$ cat src/rtl/alu_ctrl_pkg.sv
// Shared constants for the ALU-control issue stage: control codes, aluop and
// func7 encodings, and the execute-occupancy class of a control code.
package alu_ctrl_pkg;

  localparam logic [4:0] ALU_ADD    = 5'd0;
  localparam logic [4:0] ALU_SUB    = 5'd1;
  localparam logic [4:0] ALU_AND    = 5'd2;
  localparam logic [4:0] ALU_OR     = 5'd3;
  localparam logic [4:0] ALU_XOR    = 5'd4;
  localparam logic [4:0] ALU_BGE    = 5'd5;
  localparam logic [4:0] ALU_BLTU   = 5'd6;
  localparam logic [4:0] ALU_BGEU   = 5'd7;
  localparam logic [4:0] ALU_SLL    = 5'd8;
  localparam logic [4:0] ALU_SRL    = 5'd9;
  localparam logic [4:0] ALU_SRA    = 5'd10;
  localparam logic [4:0] ALU_SLT    = 5'd11;  // shared with BLT
  localparam logic [4:0] ALU_SLTU   = 5'd12;
  localparam logic [4:0] ALU_BEQ    = 5'd13;
  localparam logic [4:0] ALU_BNE    = 5'd14;
  localparam logic [4:0] ALU_MUL    = 5'd16;
  localparam logic [4:0] ALU_MULH   = 5'd17;
  localparam logic [4:0] ALU_MULHSU = 5'd18;
  localparam logic [4:0] ALU_MULHU  = 5'd19;
  localparam logic [4:0] ALU_DIV    = 5'd20;
  localparam logic [4:0] ALU_DIVU   = 5'd21;
  localparam logic [4:0] ALU_REM    = 5'd22;
  localparam logic [4:0] ALU_REMU   = 5'd23;

  localparam logic [1:0] AOP_MEM    = 2'b00;
  localparam logic [1:0] AOP_BRANCH = 2'b01;
  localparam logic [1:0] AOP_RTYPE  = 2'b10;
  localparam logic [1:0] AOP_ITYPE  = 2'b11;

  localparam logic [6:0] F7_BASE = 7'h00;
  localparam logic [6:0] F7_ALT  = 7'h20;
  localparam logic [6:0] F7_MEXT = 7'h01;

  typedef enum logic [1:0] {
    LAT_SINGLE = 2'd0,
    LAT_MUL    = 2'd1,
    LAT_DIV    = 2'd2
  } lat_class_e;

  // Codes 16-19 are multiplies, 20-23 divides/remainders, the rest single-cycle.
  function automatic lat_class_e lat_class(input logic [4:0] code);
    lat_class_e cls;
    cls = LAT_SINGLE;
    if (code[4] && !code[3]) begin
      cls = code[2] ? LAT_DIV : LAT_MUL;
    end
    return cls;
  endfunction

endpackage

$ cat src/rtl/alu_ctrl_dec.sv
// Combinational decode of {aluop, func3, func7} into a 5-bit ALU control code.
// RV32M ops decode only when ALU_CTRL_MEXT_EN is defined.
module alu_ctrl_dec
  import alu_ctrl_pkg::*;
(
  input  logic [1:0] aluop,
  input  logic [2:0] func3,
  input  logic [6:0] func7,
  output logic [4:0] alu_ctrl,
  output logic       illegal
);

  function automatic logic [4:0] std_op(input logic [2:0] f3);
    logic [4:0] op;
    case (f3)
      3'b000:  op = ALU_ADD;
      3'b001:  op = ALU_SLL;
      3'b010:  op = ALU_SLT;
      3'b011:  op = ALU_SLTU;
      3'b100:  op = ALU_XOR;
      3'b101:  op = ALU_SRL;
      3'b110:  op = ALU_OR;
      default: op = ALU_AND;
    endcase
    return op;
  endfunction

  always_comb begin
    alu_ctrl = ALU_ADD;
    illegal  = 1'b0;
    case (aluop)
      AOP_MEM: alu_ctrl = ALU_ADD;
      AOP_BRANCH: begin
        case (func3)
          3'b000:  alu_ctrl = ALU_BEQ;
          3'b001:  alu_ctrl = ALU_BNE;
          3'b100:  alu_ctrl = ALU_SLT;
          3'b101:  alu_ctrl = ALU_BGE;
          3'b110:  alu_ctrl = ALU_BLTU;
          3'b111:  alu_ctrl = ALU_BGEU;
          default: illegal  = 1'b1;
        endcase
      end
      AOP_RTYPE: begin
        if (func7 == F7_BASE) begin
          alu_ctrl = std_op(func3);
        end else if (func7 == F7_ALT) begin
          case (func3)
            3'b000:  alu_ctrl = ALU_SUB;
            3'b101:  alu_ctrl = ALU_SRA;
            default: illegal  = 1'b1;
          endcase
`ifdef ALU_CTRL_MEXT_EN
        end else if (func7 == F7_MEXT) begin
          alu_ctrl = {2'b10, func3};
`endif
        end else begin
          illegal = 1'b1;
        end
      end
      default: begin
        // I-type: func7 is immediate bits, meaningful only for the shifts.
        case (func3)
          3'b001: begin
            if (func7 == F7_BASE) alu_ctrl = ALU_SLL;
            else                  illegal  = 1'b1;
          end
          3'b101: begin
            if (func7 == F7_BASE)     alu_ctrl = ALU_SRL;
            else if (func7 == F7_ALT) alu_ctrl = ALU_SRA;
            else                      illegal  = 1'b1;
          end
          default: alu_ctrl = std_op(func3);
        endcase
      end
    endcase
    if (illegal) alu_ctrl = ALU_ADD;
  end

endmodule

$ cat src/rtl/alu_ctrl_issue.sv
// Registered ALU-control issue stage: one-entry output buffer with valid/ready
// on both sides and MUL/DIV occupancy throttling (ALU_CTRL_MEXT_EN).
module alu_ctrl_issue
  import alu_ctrl_pkg::*;
#(
  parameter int TAG_W   = 5,
  parameter int MUL_LAT = 2,
  parameter int DIV_LAT = 32
) (
  input  logic             clk,
  input  logic             rst_n,
  input  logic             in_valid,
  output logic             in_ready,
  input  logic [1:0]       in_aluop,
  input  logic [2:0]       in_func3,
  input  logic [6:0]       in_func7,
  input  logic [TAG_W-1:0] in_tag,
  input  logic             flush,
  output logic             out_valid,
  input  logic             out_ready,
  output logic [4:0]       out_alu_ctrl,
  output logic [TAG_W-1:0] out_tag,
  output logic             out_illegal,
  output logic             busy
);

  localparam int MAX_LAT = (MUL_LAT > DIV_LAT) ? MUL_LAT : DIV_LAT;
  localparam int CNT_W   = $clog2(MAX_LAT + 1);

  logic [4:0]       dec_ctrl;
  logic             dec_illegal;
  logic             hold_valid_q, hold_valid_d;
  logic [4:0]       ctrl_q, ctrl_d;
  logic [TAG_W-1:0] tag_q, tag_d;
  logic             illegal_q, illegal_d;
  logic [CNT_W-1:0] cnt;
  logic             accept;
  logic             handoff;

  alu_ctrl_dec u_dec (
    .aluop    (in_aluop),
    .func3    (in_func3),
    .func7    (in_func7),
    .alu_ctrl (dec_ctrl),
    .illegal  (dec_illegal)
  );

  // Handshake: a transfer happens on a side in any cycle where its valid and
  // ready are both high; valid never depends on ready, and in_ready may rise
  // in the same cycle the held op is handed off.
  assign busy      = (cnt != '0);
  assign out_valid = hold_valid_q && !busy;
  assign in_ready  = !hold_valid_q || (out_valid && out_ready);
  assign accept    = in_valid && in_ready;
  assign handoff   = out_valid && out_ready;

  assign out_alu_ctrl = ctrl_q;
  assign out_tag      = tag_q;
  assign out_illegal  = illegal_q;

  always_comb begin
    hold_valid_d = hold_valid_q;
    ctrl_d       = ctrl_q;
    tag_d        = tag_q;
    illegal_d    = illegal_q;
    if (flush) begin
      // Flush wins over a same-cycle accept: the incoming op is dropped.
      hold_valid_d = 1'b0;
    end else if (accept) begin
      hold_valid_d = 1'b1;
      ctrl_d       = dec_ctrl;
      tag_d        = in_tag;
      illegal_d    = dec_illegal;
    end else if (handoff) begin
      hold_valid_d = 1'b0;
    end
  end

  always_ff @(posedge clk) begin
    if (!rst_n) begin
      hold_valid_q <= 1'b0;
      ctrl_q       <= '0;
      tag_q        <= '0;
      illegal_q    <= 1'b0;
    end else begin
      hold_valid_q <= hold_valid_d;
      ctrl_q       <= ctrl_d;
      tag_q        <= tag_d;
      illegal_q    <= illegal_d;
    end
  end

`ifdef ALU_CTRL_MEXT_EN
  localparam logic [CNT_W-1:0] MUL_LOAD = CNT_W'(MUL_LAT - 1);
  localparam logic [CNT_W-1:0] DIV_LOAD = CNT_W'(DIV_LAT - 1);

  logic [CNT_W-1:0] cnt_q, cnt_d;

  // Handoff only occurs with cnt_q == 0, so load and decrement never overlap.
  always_comb begin
    cnt_d = cnt_q;
    if (handoff) begin
      case (lat_class(ctrl_q))
        LAT_MUL: cnt_d = MUL_LOAD;
        LAT_DIV: cnt_d = DIV_LOAD;
        default: cnt_d = '0;
      endcase
    end else if (cnt_q != '0) begin
      cnt_d = cnt_q - CNT_W'(1);
    end
  end

  always_ff @(posedge clk) begin
    if (!rst_n) cnt_q <= '0;
    else        cnt_q <= cnt_d;
  end

  assign cnt = cnt_q;
`else
  // No multi-cycle unit behind this stage: occupancy is permanently zero.
  assign cnt = '0;
`endif

endmodule

$ cat config.mk
export PLATFORM = sky130hd
export DESIGN_NAME = alu_ctrl_issue
export DESIGN_NICKNAME = d
export VERILOG_FILES = /design/src/rtl/alu_ctrl_pkg.sv /design/src/rtl/alu_ctrl_dec.sv /design/src/rtl/alu_ctrl_issue.sv
export SDC_FILE = /design/constraint.sdc
export NUM_CORES = 1
export LEC_CHECK = 0
export CORE_MARGIN = 1
export CORE_UTILIZATION = 37
export DETAILED_ROUTE_END_ITERATION = 8
export PLACE_DENSITY = 0.74
export SYNTH_ARGS = -nofsm -noshare
export SYNTH_HDL_FRONTEND = slang
export SYNTH_SLANG_ARGS = --single-unit
$ cat constraint.sdc
create_clock -name clk -period 1.9 [get_ports clk]
set_clock_uncertainty 0.1 [all_clocks]
set_input_delay 0.38 -clock clk [delete_from_list [all_inputs] [get_ports clk]]
set_output_delay 0.38 -clock clk [all_outputs]
set_load 0.03 [all_outputs]
==> impl_metrics.csv <==
group,metric,value,unit
status,outcome,"finished clean",
placement,port_buffers,33,
global_routing,grt_pass1_wl,4.32,mm
sta,period_share,98.3,%
critical_path,cp.depth,5,
clock_tree,cts.sinks,11,
critical_path,critPathKind,"in2reg",
drt,vias_per_cell,5.52,
critical_path,crit_family,"compound AO/OA/AOI/OAI gates",
placement,gp_congestion,0.868,
floorplan,die_x,49.4,um
yosys,synthArstFlopShare,0,%
drt,drt-pass1-iter-count,4,
drt,drc,0,
global_routing,grt_pass1_vias,962,
floorplan,start_util,40.7,%
pwr,powerDensity,453,mW/mm^2
yosys,synth_compound_area_share,33.2,%
clock_tree,clock_path_buffers,2,
final_layout,utilization,70.2,%
critical_path,path_cells,"clkdlybuf4s50_1 -> or3b_2 -> a2111oi_4 -> a22oi_1 -> o31ai_1",
global_routing,antenna_found_initial,0,
final_layout,n_antenna_cell,0,
clock_tree,cts_tree,"yes",
global_routing,grt_max_degree,15,
yosys,synthXorXnorAreaFrac,1.05,%
drt,num_vias,999,
pwr,peakVddDrop,0.000590,V
drt,drt_iter0_markers,22,
critical_path,cpPeakStageDelay,490,ps
floorplan,die_h,49.4,um
yosys,synth_cell_types,44,
yosys,synth.mux.area_fraction,0,%
clock_tree,cts_buffers,3,
placement,dp_hpwl,1.92,mm
run,drv_cap,0,
yosys,synth_edf_count,0,
final_layout,area_delta_synth_final,72.3,%
critical_path,crit_arrival,1960,ps
sta,finalSetupViolCount,0,
sta,hold_viol,0,
yosys,ys_ff_latch,11,
yosys,synth_cells,103,
floorplan,dieArea,0.00244,sq mm
critical_path,critPathRequiredTime,1990,ps
global_routing,grt_overflow,0,
final_layout,final_cell_mix,"25 x clkdlybuf4s50_1, 18 x buf_4, 13 x nand2_1, 11 x dfxtp_1, 9 x a21oi_1",
drt,ant_nets,0,
hold_path,holdPathStages,2,
clock_tree,cts_max_level,1,
sta,fin_tns_setup,0,ps
yosys,ys_seq_area_share,26.5,%
pwr,p_leak,0.541,nW
yosys,synth_top_family_by_area,"compound AO/OA/AOI/OAI gates",
final_layout,drive_above_1_share,29.9,%
critical_path,ff2ff_path_depth,5,
critical_path,startpoint_type,"primary input",
yosys,synthAdderAreaFrac,0,%
final_layout,final_common_cell,"clkdlybuf4s50_1",
critical_path,end_kind,"flip-flop",
critical_path,path_max_fanout,2,
sta,min_period,1870,ps
floorplan,io_pins,36,
global_routing,grt_use_total,22.7,%
clock_tree,clock_latency,270,ps
sta,fmax,535,MHz
clock_tree,cts.reportedPaths.clkPinSlew,70,ps
drt,avgRoutedWirePerCell,15.2,um
clock_tree,ctsHoldBuffers,0,
clock_tree,cts-root-buf,"clkbuf_4",
sta,drv_slew,0,
floorplan,fp-row-count,16,
critical_path,cp.buffers_inverters,1,
yosys,ys_warn_count,0,
placement,place_inst,173,
critical_path,slowest_stage,"or3b_2",
yosys,synth_area,832,sq um
yosys,synth_ff_type,"dfxtp_1",
hold_path,hp-class,"reg2reg",
final_layout,fin_cells,181,
floorplan,core,0.00204,sq mm
yosys,synth_simple_gate_area_share,31.7,%
drt,routed_wl,2.75,mm
yosys,postSynthAreaPerCell,8.08,sq um
final_layout,nets,177,
registers in the layout (all words and copies together) (netlist names):
name,flops
out_alu_ctrl,4
out_illegal,1
out_valid,1
out_tag,5
routing by layer:
layer,track usage [%],vias to the layer above,part of all wire [%]
li1,-,489,-
met1,28.8,471,42
met2,38.4,37,52
met3,5.61,2,4.8
met4,5.71,0,0.51
met5,0,-,0
worst register-to-register path: stages (launching register included):
cell and delay [ps]:
dfxtp_1 310, nor2b_2 170, buf_4 150, nor3b_4 230
a32oi_4 190, o41ai_2 370
logic make-up (layout without fill, tap and decap cells):
logic type / after synthesis / after routing
other: 1 / 2
buffers and inverters: 13 / 63
AO/OA/AOI/OAI: 32 / 32
flip-flops: 11 / 11
XOR/XNOR: 1 / 1
AND/OR/NAND/NOR: 45 / 45
layout make-up:
cell class / count / area (sq um)
sequential: 11 / 220
inverter: 4 / 15.0
clock buffer: 4 / 26.3
timing repair buffer: 55 / 497
multi-input combinational: 80 / 642
fill: 174 / 608
tap: 27 / 33.8
worst paths after layout:
check / from / end / slack (ps)
hold reg to reg: out_tag[2] / out_tag[2] / 350
setup reg to reg: out_valid / out_alu_ctrl[0] / 290
hold / removal: out_tag[2] / out_tag[2] / 350
setup / recovery: in_aluop[0] / out_alu_ctrl[3] / 30
synthesized netlist by cell type, types with 2 or more instances:
| master | n | area, sq um |
|---|---|---|
| nand2b_1 | 2 | 12.5 |
| o31ai_1 | 2 | 15.0 |
| nand2_1 | 13 | 48.8 |
| buf_2 | 2 | 10.0 |
| o211ai_1 | 3 | 22.5 |
| dfxtp_1 | 11 | 220 |
| o41ai_2 | 2 | 32.5 |
| nor2_1 | 4 | 15.0 |
| a22o_1 | 2 | 17.5 |
| clkbuf_1 | 4 | 15.0 |
| a22oi_1 | 2 | 15.0 |
| inv_1 | 3 | 11.3 |
| a21oi_1 | 9 | 45.0 |
| nand3_1 | 5 | 25.0 |
| nor3_1 | 2 | 10.0 |
| nor2b_1 | 7 | 43.8 |
| a2111oi_0 | 2 | 17.5 |
| buf_4 | 2 | 15.0 |
stage by stage:
stage | hold slack [ps] | instance area (sq um) | worst slack, ps | power [mW]
floorplan | 359 | 846 | 5.65 | 0.359
CTS | 355 | 1400 | 3.74 | 0.643
detailed placement | 347 | 1290 | -516 | 0.468
global route | 383 | 1430 | -25.8 | 0.683
global placement | 339 | 1290 | -406 | 0.463
finish | 354 | 1430 | 31.6 | 0.650
report_power, final:
part | switching, mW | internal [mW]
Combinational | 0.123 | 0.121
Sequential | 0.00450 | 0.239
Clock | 0.0809 | 0.0813
timing repair:
action,4_1_cts,5_1_grt
setup endpoints to repair,5,6
gates cloned,0,1
hold endpoints to repair,0,0
setup buffers,3,0
pin swaps,10,1
gates resized for setup,23,11
No activity file was read; power rests on OpenSTA's default activity.
==> RTL change 1, RTL diff (same flow settings) <==
Take the reset off `tag_q` and load it in a clocked block of its own.
--- a/src/rtl/alu_ctrl_issue.sv
+++ b/src/rtl/alu_ctrl_issue.sv
@@ -80,14 +80,16 @@
     if (!rst_n) begin
       hold_valid_q <= 1'b0;
       ctrl_q       <= '0;
-      tag_q        <= '0;
       illegal_q    <= 1'b0;
     end else begin
       hold_valid_q <= hold_valid_d;
       ctrl_q       <= ctrl_d;
-      tag_q        <= tag_d;
       illegal_q    <= illegal_d;
     end
+  end
+
+  always_ff @(posedge clk) begin
+    tag_q <= tag_d;
   end
 
 `ifdef ALU_CTRL_MEXT_EN
Function: changed (a bounded check fails within 4 cycles, from zero or initial values and one cycle with rst_n low).
==> RTL change 1 against the original RTL <==
Area after synthesis rose by 1.5%; sequential share of layout area rose by 2.9 points; sequential cell count unchanged; wire length is 12% lower; via count shrank 3.8%; cell area grew 3.1%; register-to-register slack better by 0.08 ns; power increased by 0.21%; global-route usage decreased by 1.5 points; sequential power grew 6%; setup slack improved by 0.0020 ns; hold slack better by 0.016 ns; combinational power fell by 2%; critical endpoint is now in_ready; largest power group unchanged; highest routed layer is now met3.
==> RTL change 1: results (changes against the original RTL) <==
outcome completed (unchanged); worst vdd rail ir drop 281 uV (was 590 uV); # diodes 0 (unchanged); Distinct cells, synth 45 (was 44); Switching Share 0.292 (was 0.320); DR WL/cell 13.2 um (was 15.2 um); Arrival @ worst endpoint 1.39 ns (was 1.96 ns); Setup WS pre-CTS -0.523 ns (was -0.516 ns); critical path peak fanout 3 (was 2); list of most frequent post-synthesis cells inv_1, dfxtp_1, nand2b_1 (was nand2_1, dfxtp_1, a21oi_1, nor2b_1, nand3_1); vias in the first global route 981 (was 962); vias per cell 5.25 (was 5.52); Final Cycle Share 0.982 (was 0.983); Net count, final 179 (was 177); Min Hold Slack 0.370 ns (was 0.354 ns); reg-to-reg slack, setup 0.37 ns (was 0.29 ns); DP Area 1370 um^2 (was 1290 um^2); P_leak 0.642 nW (was 0.541 nW); GRT Residual Overflow 0 (unchanged); GRT Util Overall 0.213 (was 0.227); number of DRC markers in iteration 0 16 (was 22); fraction of layout cells with a size suffix above 1 0.314 (was 0.299); Syn. warnings 0 (unchanged); worst-skew pair later-pin latency 0.26 ns; number of synthesized flops with an enable pin 5 (was 0); first-pass GRT wire length 4.14 mm (was 4.32 mm); sequential share of the synthesized area 0.320 (was 0.265); top cells by area, synth edfxtp_1, dfxtp_1, nand2b_1, inv_1, xor2_1 (was dfxtp_1, nand2_1, a21oi_1, nor2b_1, o41ai_2); RePlAce Congestion 0.891 (was 0.868); Min-Delay Path Depth 2 (unchanged); max FFs per register 5 (unchanged); R2R cell count 5 (unchanged); largest net degree at the start of global routing 10 (was 15); Post-DP HPWL 1.88 mm (was 1.92 mm)
[RTL change 1: cell types whose count changed in the layout (fill, tap and decap cells not counted), moves of 4 or more]
| cell | before | now |
|---|---|---|
| inv_1 | 3 | 7 |
| dfxtp_1 | 11 | 6 |
| nand2b_1 | 2 | 6 |
| nand2_1 | 13 | 3 |
| edfxtp_1 | 0 | 5 |
| a21oi_1 | 9 | 3 |
| buf_4 | 18 | 29 |
[RTL change 1: critical path, stage by stage]
cell and delay (ns):
clkdlybuf4s50_1 0.46, and2b_2 0.24, buf_6 0.12, inv_1 0.06, buf_6 0.12
[RTL change 1: path summary, 6_finish.rpt]
| check | startpoint | endpoint |
|---|---|---|
| worst max-delay path | out_ready | in_ready |
| worst min-delay path | out_alu_ctrl[2] | out_alu_ctrl[2] |
| worst max register to register | out_valid | out_alu_ctrl[1] |
| worst min register to register | out_alu_ctrl[2] | out_alu_ctrl[2] |
[RTL change 1: cells by family (layout without fill, tap and decap cells)]
| group | Yosys count | in the layout | share of synthesized area |
|---|---|---|---|
| simple gates | 34 | 34 | 0.255 |
| compound gates | 29 | 29 | 0.276 |
| xor+xnor | 4 | 4 | 0.0415 |
| buf+inv | 18 | 75 | 0.0918 |
| flops | 11 | 11 | 0.320 |
| other cells | 1 | 2 | 0.00444 |
| mux | 1 | 1 | 0.0119 |
[RTL change 1: metal layers]
metal	track usage	vias up	part of all wire
li1	-	479	-
met5	0	-	0
met4	0.0524	0	0
met3	0.0340	0	0.059
met1	0.242	442	0.41
met2	0.405	40	0.53
[RTL change 1: power groups by stage]
| stage | registers [mW] | clock network (mW) | logic (mW) |
|---|---|---|---|
| floorplan | 0.281 | 0 | 0.0919 |
| global placement | 0.265 | 0 | 0.218 |
| detailed placement | 0.265 | 0 | 0.222 |
| CTS | 0.259 | 0.160 | 0.229 |
| global route | 0.260 | 0.173 | 0.258 |
| finish | 0.259 | 0.154 | 0.238 |
[RTL change 1: stage by stage]
stage           TNS, ns  std cells   util  power (mW)
2_1_floorplan         0         99      -       0.373
3_3_place_gp      -1.73        176  0.662       0.482
3_5_place_dp      -2.09        176  0.662       0.487
4_1_cts               0        182  0.694       0.649
5_1_grt        -0.00394        183  0.717       0.691
6_report              0        183  0.717       0.651
[RTL change 1: final cells by class]
class | count | area (um^2)
clock buffer | 4 | 26.3
fill | 151 | 584
inverter | 8 | 30.0
multi-input combinational | 70 | 559
sequential | 11 | 270
tap | 27 | 33.8
timing repair buffer | 63 | 558
[RTL change 1: repair_timing]
action                                  4_1_cts  5_1_grt
setup buffers                                 2        1
gates resized for setup                      13       15
gates cloned                                  0        0
endpoints found under the setup margin        6        6
pin swaps                                     4        5
==> RTL change 2, RTL diff (config.mk and constraints unchanged) <==
Without the edit above. Build with the macro `ALU_CTRL_MEXT_EN` defined.
--- a/src/rtl/alu_ctrl_dec.sv
+++ b/src/rtl/alu_ctrl_dec.sv
@@ -1,5 +1,7 @@
 // Combinational decode of {aluop, func3, func7} into a 5-bit ALU control code.
 // RV32M ops decode only when ALU_CTRL_MEXT_EN is defined.
+`define ALU_CTRL_MEXT_EN
+
 module alu_ctrl_dec
   import alu_ctrl_pkg::*;
 (
Function: changed (Yosys sat finds a counterexample within 4 cycles, from zero or initial values and one cycle with rst_n low).
==> RTL change 2 against the original RTL <==
The run now ends with setup timing left; area after synthesis increased by 43%; synthesized cell count rose by 41%; setup slack worse by 0.057 ns; power rose to 2.5 times the old value; wire length rose by 39%; cell area increased by 40%; combinational power grew to 3.6 times the old value; sequential cell count grew 7; largest power group is now combinational cells.
==> RTL change 2: results (changes against the original RTL) <==
antenna violations before repair 0 (unchanged); R2R Path End out_alu_ctrl[3] (was out_alu_ctrl[0]); Post-DP HPWL 2.84 mm (was 1.92 mm); RePlAce Congestion 0.908 (was 0.868); worst-skew pair later-pin latency 0.30 ns (was 0.27 ns); clock-pin transition on the worst setup and hold timing paths 0.10 ns (was 0.07 ns); Routed WL 3.82 mm (was 2.75 mm); reg-to-reg slack, setup 0.05 ns (was 0.29 ns); first-pass GRT wire length 6.18 mm (was 4.32 mm); number of synthesized flops with an enable pin 0 (unchanged); Net count, final 240 (was 177); P_leak 0.895 nW (was 0.541 nW); GRT Util Overall 0.237 (was 0.227); largest net degree at the start of global routing 15 (unchanged); failing checks setup timing; CTS Buf Count 3 (unchanged); outcome complete, but fails checks (was completed); R2R cell count 7 (was 5); list of most frequent post-synthesis cells dfxtp_1, nor2_1, nand2_1, inv_1 (was nand2_1, dfxtp_1, a21oi_1, nor2b_1, nand3_1); Worst Hold Class primary input to flip-flop (was flip-flop to flip-flop); top cells by area, synth dfxtp_1, mux2i_1, nor2_1, nand2_1, nor2b_1 (was dfxtp_1, nand2_1, a21oi_1, nor2b_1, o41ai_2); critical path peak fanout 4 (was 2); H-tree depth 1 (unchanged); Distinct cells, synth 47 (was 44); final worst slack -0.0252 ns (was 0.0316 ns); Buffers on Ports 35 (was 33); vias per cell 5.42 (was 5.52); Mapped Cells 145 (was 103); vias in the first global route 1392 (was 962); Arrival @ worst endpoint 1.45 ns (was 1.96 ns); slew margin rel. 0.700; final setup violation count 3 (was 0); fraction of layout cells with a size suffix above 1 0.358 (was 0.299); Syn. warnings 0 (unchanged); Critical Path Start cnt[1] (was in_aluop[0]); final cell count without fillers 259 (was 181); critical path endpoint out_valid (was out_alu_ctrl[3]); ys flop type dfxtp_1 (unchanged); root buffer cell clkbuf_4 (unchanged); first-pass detailed-route iteration total 4 (unchanged); # placed instances 248 (was 173); max FFs per register 6 (was 5); sequential share of the synthesized area 0.303 (was 0.265); worst vdd rail ir drop 710 uV (was 590 uV); number of DRC markers in iteration 0 63 (was 22)
RTL change 2: cell types whose count changed in the layout (fill, tap and decap cells not counted), sizes merged, moves of 4 or more:
cell	before	now
buf	25	43
nor2	4	16
dfxtp	11	18
o21ai	1	8
inv	3	9
mux2i	0	6
clkdlybuf4s50	25	21
RTL change 2: how the worst min path moves through the flow:
stage | from | endpoint | slack, ns | cells past startpoint
2_1_floorplan | cnt[5] | cnt[5] | 0.35 | 2
3_3_place_gp | out_alu_ctrl[0] | out_alu_ctrl[0] | 0.37 | 2
3_5_place_dp | out_alu_ctrl[0] | out_alu_ctrl[0] | 0.37 | 2
4_1_cts | out_alu_ctrl[0] | out_alu_ctrl[0] | 0.39 | 2
5_1_grt | in_valid | hold_valid_q | 0.34 | 3
6_report | in_valid | hold_valid_q | 0.34 | 3
RTL change 2: layer usage:
| metal | routed length, um | GRT usage |
|---|---|---|
| met1 | 1620 | 0.294 |
| met2 | 1930 | 0.383 |
| met3 | 204 | 0.0637 |
| met4 | 65 | 0.109 |
| met5 | 0 | 0 |
RTL change 2: cells by family (layout without fill, tap and decap cells):
group	count (synthesis)	after routing	synth area share
flops	18	18	0.303
mux	7	7	0.0599
compound gates	38	38	0.247
xor+xnor	4	4	0.0294
buf+inv	16	86	0.0504
simple gates	60	60	0.290
fa+ha+maj	2	2	0.0210
RTL change 2: per-stage QoR:
stage	setup WS [ns]	cell area [um^2]	setup TNS (ns)
floorplan	-0.0610	1190	-0.0642
global placement	-0.536	1800	-2.82
detailed placement	-0.555	1800	-3.48
CTS	0.00102	1940	0
global route	-0.0861	2010	-0.306
finish	-0.0252	2010	-0.0400
RTL change 2: layout make-up:
cell class                 count  area, um^2
fill                         243        1040
multi-input combinational    111         902
inverter                       9        33.8
timing repair buffer          73         622
tap                           44        55.1
sequential                    18         363
clock buffer                   4        36.3
RTL change 2: timing repair:
item                       CTS  global route
buffers inserted             5             2
hold endpoints to repair     0             0
pin swaps                   13            14
setup endpoints to repair    8            10
gates resized for setup     35            17
RTL change 2: worst max-delay path, cell delays in order (launching register included):
cell and delay [ns]:
dfxtp_2 0.35, inv_2 0.05, ha_4 0.15, and4b_2 0.28, and2_1 0.18, buf_6 0.13
RTL change 2: power breakdown:
group	total [mW]	switching (mW)	internal, mW
Clock	0.240	0.123	0.117
Sequential	0.514	0.0641	0.450
Combinational	0.875	0.453	0.422
Total	1.63	0.639	0.989
